File: src/rtl/loop_margin_detector.sv
// Stability-bench post-processor: scans a streamed loop-gain sweep for the first
// 0 dB gain crossover and first -180 deg phase crossover and reports the margins.
module loop_margin_detector #(
  parameter int IDXW    = 10,
  parameter int MAX_PTS = 1000,
  parameter int PH180   = 11520
) (
  input  logic                   clk,
  input  logic                   rst,
  input  logic                   start,
  input  logic                   in_valid,
  output logic                   in_ready,
  input  logic                   in_last,
  input  logic signed [15:0]     in_mag_db,
  input  logic signed [17:0]     in_phase,
  output logic                   busy,
  output logic                   done,
  output logic                   gc_found,
  output logic [IDXW-1:0]        gc_idx,
  output logic signed [17:0]     pm,
  output logic                   pc_found,
  output logic [IDXW-1:0]        pc_idx,
  output logic signed [15:0]     gm,
  output logic                   unstable,
  output logic                   overrun
);

  typedef enum logic [1:0] {
    S_IDLE  = 2'd0,
    S_SWEEP = 2'd1,
    S_DONE  = 2'd2
  } state_t;

  localparam logic signed [17:0] PH180_S   = 18'(PH180);
  localparam logic signed [17:0] NEG_PH180 = 18'(-PH180);
  localparam logic [IDXW-1:0]    LAST_IDX  = IDXW'(MAX_PTS - 1);
  localparam logic signed [15:0] MAG_MIN   = 16'sh8000;
  localparam logic signed [15:0] MAG_MAX   = 16'sh7FFF;

  state_t                r_state;
  state_t                w_state_next;

  logic [IDXW-1:0]       r_cnt;
  logic                  r_prev_valid;
  logic signed [15:0]    r_prev_mag;
  logic signed [17:0]    r_prev_phase;

  logic                  r_gc_found;
  logic [IDXW-1:0]       r_gc_idx;
  logic signed [17:0]    r_pm;
  logic                  r_pc_found;
  logic [IDXW-1:0]       r_pc_idx;
  logic signed [15:0]    r_gm;
  logic                  r_overrun;

  logic                  w_in_ready;
  logic                  w_hs;
  logic                  w_cap;
  logic                  w_gc_hit;
  logic                  w_pc_hit;
  logic signed [17:0]    w_pm_calc;
  logic signed [15:0]    w_gm_calc;

  assign w_in_ready = (r_state == S_SWEEP) & ~start;
  assign w_hs       = in_valid & w_in_ready;
  // Sample MAX_PTS-1 (zero-based) without in_last is the last one we will take.
  assign w_cap      = w_hs & (r_cnt == LAST_IDX) & ~in_last;

  // Sign bits give the >= 0 / < 0 tests directly.
  assign w_gc_hit = w_hs & r_prev_valid & ~r_gc_found
                  & ~r_prev_mag[15] & in_mag_db[15];
  assign w_pc_hit = w_hs & r_prev_valid & ~r_pc_found
                  & (r_prev_phase > NEG_PH180) & (in_phase <= NEG_PH180);

  assign w_pm_calc = in_phase + PH180_S;
  assign w_gm_calc = (in_mag_db == MAG_MIN) ? MAG_MAX : -in_mag_db;

  always_ff @(posedge clk or posedge rst) begin
    if (rst) begin
      r_state <= S_IDLE;
    end else begin
      r_state <= w_state_next;
    end
  end

  always_comb begin
    w_state_next = r_state;
    case (r_state)
      S_IDLE: begin
        if (start) w_state_next = S_SWEEP;
      end
      S_SWEEP: begin
        if (start)
          w_state_next = S_SWEEP;
        else if (w_hs & (in_last | w_cap))
          w_state_next = S_DONE;
      end
      S_DONE: begin
        if (start) w_state_next = S_SWEEP;
      end
      default: w_state_next = S_IDLE;
    endcase
  end

  always_ff @(posedge clk or posedge rst) begin
    if (rst) begin
      r_cnt        <= '0;
      r_prev_valid <= 1'b0;
      r_prev_mag   <= '0;
      r_prev_phase <= '0;
      r_gc_found   <= 1'b0;
      r_gc_idx     <= '0;
      r_pm         <= '0;
      r_pc_found   <= 1'b0;
      r_pc_idx     <= '0;
      r_gm         <= '0;
      r_overrun    <= 1'b0;
    end else if (start) begin
      r_cnt        <= '0;
      r_prev_valid <= 1'b0;
      r_gc_found   <= 1'b0;
      r_gc_idx     <= '0;
      r_pm         <= '0;
      r_pc_found   <= 1'b0;
      r_pc_idx     <= '0;
      r_gm         <= '0;
      r_overrun    <= 1'b0;
    end else if (w_hs) begin
      r_cnt        <= r_cnt + 1'b1;
      r_prev_valid <= 1'b1;
      r_prev_mag   <= in_mag_db;
      r_prev_phase <= in_phase;
      if (w_gc_hit) begin
        r_gc_found <= 1'b1;
        r_gc_idx   <= r_cnt;
        r_pm       <= w_pm_calc;
      end
      if (w_pc_hit) begin
        r_pc_found <= 1'b1;
        r_pc_idx   <= r_cnt;
        r_gm       <= w_gm_calc;
      end
      if (w_cap) r_overrun <= 1'b1;
    end
  end

  assign in_ready = w_in_ready;
  assign busy     = (r_state == S_SWEEP);
  assign done     = (r_state == S_DONE);
  assign gc_found = r_gc_found;
  assign gc_idx   = r_gc_idx;
  assign pm       = r_pm;
  assign pc_found = r_pc_found;
  assign pc_idx   = r_pc_idx;
  assign gm       = r_gm;
  assign overrun  = r_overrun;
  assign unstable = r_gc_found & (r_pm <= 18'sd0);

endmodule

File: config.mk
export PLATFORM = sky130hd
export DESIGN_NAME = loop_margin_detector
export DESIGN_NICKNAME = d
export VERILOG_FILES = /design/src/rtl/loop_margin_detector.sv
export SDC_FILE = /design/constraint.sdc
export NUM_CORES = 1
export LEC_CHECK = 0
export CORE_MARGIN = 2
export CORE_UTILIZATION = 54
export CTS_CLUSTER_DIAMETER = 120
export DETAILED_ROUTE_END_ITERATION = 16
export GPL_ROUTABILITY_DRIVEN = 0
export PLACE_DENSITY_LB_ADDON = 0.25
export SETUP_SLACK_MARGIN = 0.3
export SYNTH_ARGS = -nofsm -noshare
export SYNTH_HDL_FRONTEND = slang
export SYNTH_SLANG_ARGS = --single-unit
File: constraint.sdc
create_clock -name clk -period 4.6 [get_ports clk]
set_input_delay 1.15 -clock clk [delete_from_list [all_inputs] [get_ports clk]]
set_output_delay 1.15 -clock clk [all_outputs]
set_load 0.02 [all_outputs]
=== After elaboration in Yosys (flattened, before gate mapping) ===
Cells that the tools add are included.

* $add $sub $neg: 3
* $lt $le $gt $ge: 3
* Eq/ne operators: 6
* Mux-type cells: 30
* Bitwise operators: 19
* Reductions and logical operators: 11

{| class="wikitable"
|+ Operator list
! operator !! number
|-
| $mux 10 || 8
|-
| $mux 16 || 4
|-
| $mux 18 || 3
|-
| $add 18x15->18 const B || 1
|-
| $gt 18x15->1 const B || 1
|-
| $le 18x1->1 const B || 1
|-
| $le 18x15->1 const B || 1
|-
| $eq 16x16->1 const B || 1
|-
| $neg 16->16 || 1
|-
| $and 1x1->1 || 13
|-
| $mux 1 || 11
|-
| $add 10x1->10 const B || 1
|-
| $eq 10x10->1 const B || 1
|-
| $reduce_and 2->1 || 5
|-
| $reduce_bool 2->1 || 4
|-
| $mux 2 || 3
|-
| $not 1->1 || 5
|-
| $pmux 2 s2 || 1
|-
| $ne 3x2->1 const B || 1
|-
| $eq 2x1->1 const B || 1
|-
| $eq 2x2->1 const B || 1
|-
| $logic_not 2->1 || 1
|-
| $ne 2x1->1 const B || 1
|-
| $reduce_or 2->1 || 1
|-
| $or 1x1->1 || 1
|}

* Register bits: 104
* Input port bits: 39
* Output and inout port bits: 61
* Word-level logic and storage cells: 84

=== Depth between registers and ports, before layout ===
* Word-level depth: 10
* Gate-level depth with buffers: 8
* Depth with buffers taken out: 7

=== Worst setup path after synthesis ===
No wires, ideal clock.

* Path kind: in2reg
* From: input port in_phase[8]
* To: register r_pc_idx[0], in the netlist pc_idx[0]
* Library setup time: 0.125 ns
* Arrival: 2.931 ns
* Data required time: 4.475 ns
* Setup slack: 1.544 ns
* Stages on the path: 7
* Path buffers: 1
* Path through: ha_1 > o31a_1 > nor2_1 > and4b_1 > a221oi_4 > buf_6 > mux2_4

* Longest elaborated chain between the ends: 4

{| class="wikitable"
|+ RTL lines
! item !! line !! text
|-
| start, declared || 15 || <nowiki>input logic signed [17:0] in_phase,</nowiki>
|-
| $le 18x15->1 || 73 || <nowiki>& (r_prev_phase > NEG_PH180) & (in_phase <= NEG_PH180);</nowiki>
|-
| $and 1x1->1 || 73 ||
|-
| $reduce_bool 2->1 (no line) || - ||
|-
| $reduce_and 2->1 (no line) || - ||
|-
| end signal, assigned || 140 || <nowiki>r_pc_idx <= r_cnt;</nowiki>
|-
| end, declared || 52 || <nowiki>logic [IDXW-1:0] r_pc_idx;</nowiki>
|}

Every way passes these cells.
A chain may end at the register's enable or synchronous reset.

=== Worst setup path in the final report ===
* From: register r_pm[3], in the netlist pm[3]
* To: output port unstable

* Longest elaborated chain between the ends: 2

{| class="wikitable"
|+ RTL lines
! item !! line !! text
|-
| start, declared || 50 || <nowiki>logic signed [17:0] r_pm;</nowiki>
|-
| start signal, assigned || 136 || <nowiki>r_pm <= w_pm_calc;</nowiki>
|-
| $le 18x1->1 || 157 || <nowiki>assign unstable = r_gc_found & (r_pm <= 18'sd0);</nowiki>
|-
| $and 1x1->1 || 157 ||
|-
| end, declared || 24 || <nowiki>output logic unstable,</nowiki>
|}

Every way passes these cells.

==> summary.md <==
| Metric | Value |
|---|---|
| R2R Path End | gm[3] |
| Metal-1 WL | 4.623 mm |
| Final Instance Count excl. Fillers | approximately 670 |
| Post-synthesis mux area share | 8.150% |
| HPWL Detailed | ~7.9 mm |
| Number of setup buffers added after CTS | 0 |
| Initial antenna violation count | 0 |
| # IOs | 100 |
| Complex-gate fraction of the synthesized area | 5.871% |
| Congestion Overflow GR | 0 |
| Largest family of logic cells by synthesized area | simple AND/OR/NAND/NOR gates |
| Post-Syn Area | 4390 um^2 |
| Synth Flop Type | dfrtp_1 |
| Die area | roughly 8900 um^2 |
| Vias | 3,709 |
| Crit path DAT | ~2.5 ns |
| Clk sinks | between 80 and 90 |
| Fraction of registers with async set/reset | 100.0% |
| Post-CTS Hold Buffers | 0 |
| #FFs+latches synth | 89 |
| Yosys warning total | 0 |
| Slew margin rel. | 45.67% |
| Antenna viol nets, final | 0 |
| Worst-Skew Late Latency | between 0.3 and 0.4 ns |
| Port Buffer Count | 99 |
| HP Start | r_prev_phase[7] |
| Syn_area_per_cell | 9.503 um^2 |
| Max-cap violations | 0 |
| Width of the die | 94.17 um |
| Vias in the first global route | between 3,000 and 4,000 |
| Leakage | 2.538 nW |
| Vert. Die Dim | between 90 and 100 um |
| RSZ-0062 raised after global routing | no |
| Final period utilization | 80.15% |
| Area of the multi-input gates | around 2000 um^2 |
| Launch point of the worst path | pm[3] |
| 1st-iter DRT viols | 228 |
| FP Rows | 32 |
| Root Buffer Master | clkbuf_8 |
| Post-synthesis xor/xnor area fraction | between 3 and 4% |
| Routed len/inst | 16.21 um |
| Commonest non-fill, non-tap cells in the layout | nand2_1, clkdlybuf4s50_1, dfrtp_1, nor2_1, mux2i_1 |
| Gates resized, CTS repair | 0 |
| Clock Pin Slew Worst Setup and Hold Paths | about 0.08 ns |
| Hold Path Stages | 2 |
| Min Tclk post-route | 3.687 ns |
| Sequential cell area | 2227 um^2 |
| Final slew viol count | 0 |
| CP Capture Type | output pin |
| Hold Path End | r_prev_phase[7] |
| Hold Path Class | flop to flop |
| H-Tree Depth | 3 |
| Dpl cells | 651 |
| R2R cell count | 6 |
| Wire length on met2 | between 5 and 6 mm |
| Critical path class | flop to output pin |
| Fin Clk Skew | 0.01064 ns |
| Final hold violation count | 0 |
| Adder-cell share of the synthesized area | 0.8549% |
| # DRC | 0 |
| Leading area contributor after synthesis | dfrtp_1 |
| Share of cells above drive strength 1 | 7.638% |
| Setup TNS after final layout | 0 ns |
| Fill cells | 596 |
| GRT Total Usage | 25.85% |
| Drt via density | roughly 5.6 |
| Data required time of the worst path | about 3.5 ns |
| Post-Route Utilization | 72.64% |
| First-pass GRT wire length | approximately 18 mm |
| Synth-to-Final Area Change | 29.18% |
| Fmax | 271.2 MHz |
| CTS tree | built |
| Inserted Diodes | 0 |
| Longest Clk Path Bufs | 2 |
| R2r setup slk | 2.30 ns |
| Number of distinct library cells after synthesis | 45 |
| Synth top area share | between 50% and 60% |
| Status | completed |
| Mapped Cells | 462 |
| Maximum vdd ir drop | 0.1469 mV |
| Post-synthesis sequential area ratio | 50.73% |
| Final setup viols | 0 |
| Top routing layer in use | met4 |
| Least-Margin Pin Slew | 0.8149 ns |
| WL met3 | 666 um |
| Syn Nets | 504 |
| Synth area leaders | dfrtp_1, nand2_1, mux2i_1 |
| Post-Synth Simple-Gate Area | 28.36% |
| Core Region | 7807 um^2 |
| CP startpoint kind | flop |
| Largest net degree at the start of global routing | 58 |
| Wirelength, routed | roughly 11 mm |
| Pre-antenna DRT Iters | 4 |
| Power Dens Cells | 279.3 nW/um^2 |
| Crit path max fanout | 3 |
| CTS Buf Count | 9 |
| NumNets Final | 602 |
| Starting Density | 56.23% |
| FF-to-FF Start | r_state[1] |
| Number of synthesized flops with an enable pin | 0 |
| Leading cell type in the layout, fill and taps excluded | nand2_1 |
report_power, final:
part | internal (mW) | switching [mW]
Clock | 0.260 | 0.257
Sequential | 0.826 | 0.0313
Combinational | 0.0911 | 0.119
Total | 1.18 | 0.407
cells by family after synthesis:
kind of cell / after synthesis
XOR/XNOR: 17
AND/OR/NAND/NOR: 253
AO/OA/AOI/OAI: 39
adder cells (fa/ha/maj): 3
buffers and inverters: 28
multiplexers: 33
flip-flops: 89
per-stage QoR:
| stage | hold WS [ns] | power [mW] | area [um^2] | setup WS (ns) |
|---|---|---|---|---|
| finish | 0.4796 | 1.584 | 5672 | 0.9133 |
| global route | 0.5073 | 1.659 | 5672 | 0.7242 |
| CTS | 0.4818 | 1.590 | 5672 | 0.9203 |
| detailed placement | 0.4622 | 1.083 | 5488 | 0.6768 |
| global placement | 0.4528 | 1.073 | 5488 | 0.7976 |
| floorplan | 0.4377 | 0.9831 | 4390 | 1.143 |
routing by layer:
layer	GRT usage [%]	vias up
met5	0	-
met4	7.971	0
met3	4.494	18
met2	43.63	120
met1	34.09	1811
li1	-	1760
final cells by class:
type | instances | area share [%]
Inverter | 7 | 0.4853
Tap cell | 102 | 2.250
Clock inverter | 3 | 0.7501
Sequential cell | 89 | 39.27
Multi-Input combinational cell | 345 | 36.09
Timing Repair Buffer | 108 | 18.66
Clock buffer | 11 | 2.493
cell usage after synthesis, drive strengths merged (2+ instances only):
cell type  count
a21o           4
a21oi         10
a31o           2
buf            4
clkbuf        17
dfrtp         89
ha             3
inv            7
mux2          13
mux2i         20
nand2        110
nand2b        18
nand3         17
nand3b        17
nand4          8
nor2          30
nor2b         13
nor3          16
nor4          10
o21a           2
o21ai         15
or3            4
or4b           2
xnor2          4
xor2          13
registers in the layout, indices dropped and copies added, names as in the netlist:
name          cells
pc_found          1
r_prev_mag        1
r_prev_valid      1
gc_found          1
r_prev_phase     18
pm               18
r_state           2
r_cnt            10
overrun           1
gm               16
pc_idx           10
gc_idx           10
worst max path at each step:
stage	endpoint	cells after the start	slack, ns
after CTS	unstable	5	0.92
after global placement	gm[2]	8	0.80
final	unstable	5	0.91
after global routing	unstable	5	0.72
after floorplan	gc_found	1	1.14
after detailed placement	gm[3]	8	0.68
worst max-delay path: stages (launching register included):
cell and delay [ns]:
dfrtp_1 0.40, nor4_1 0.61, nand4_1 0.20, nor4_1 0.25, o21a_1 0.15, clkdlybuf4s50_1 0.59
(Power assumes the default switching activity.)
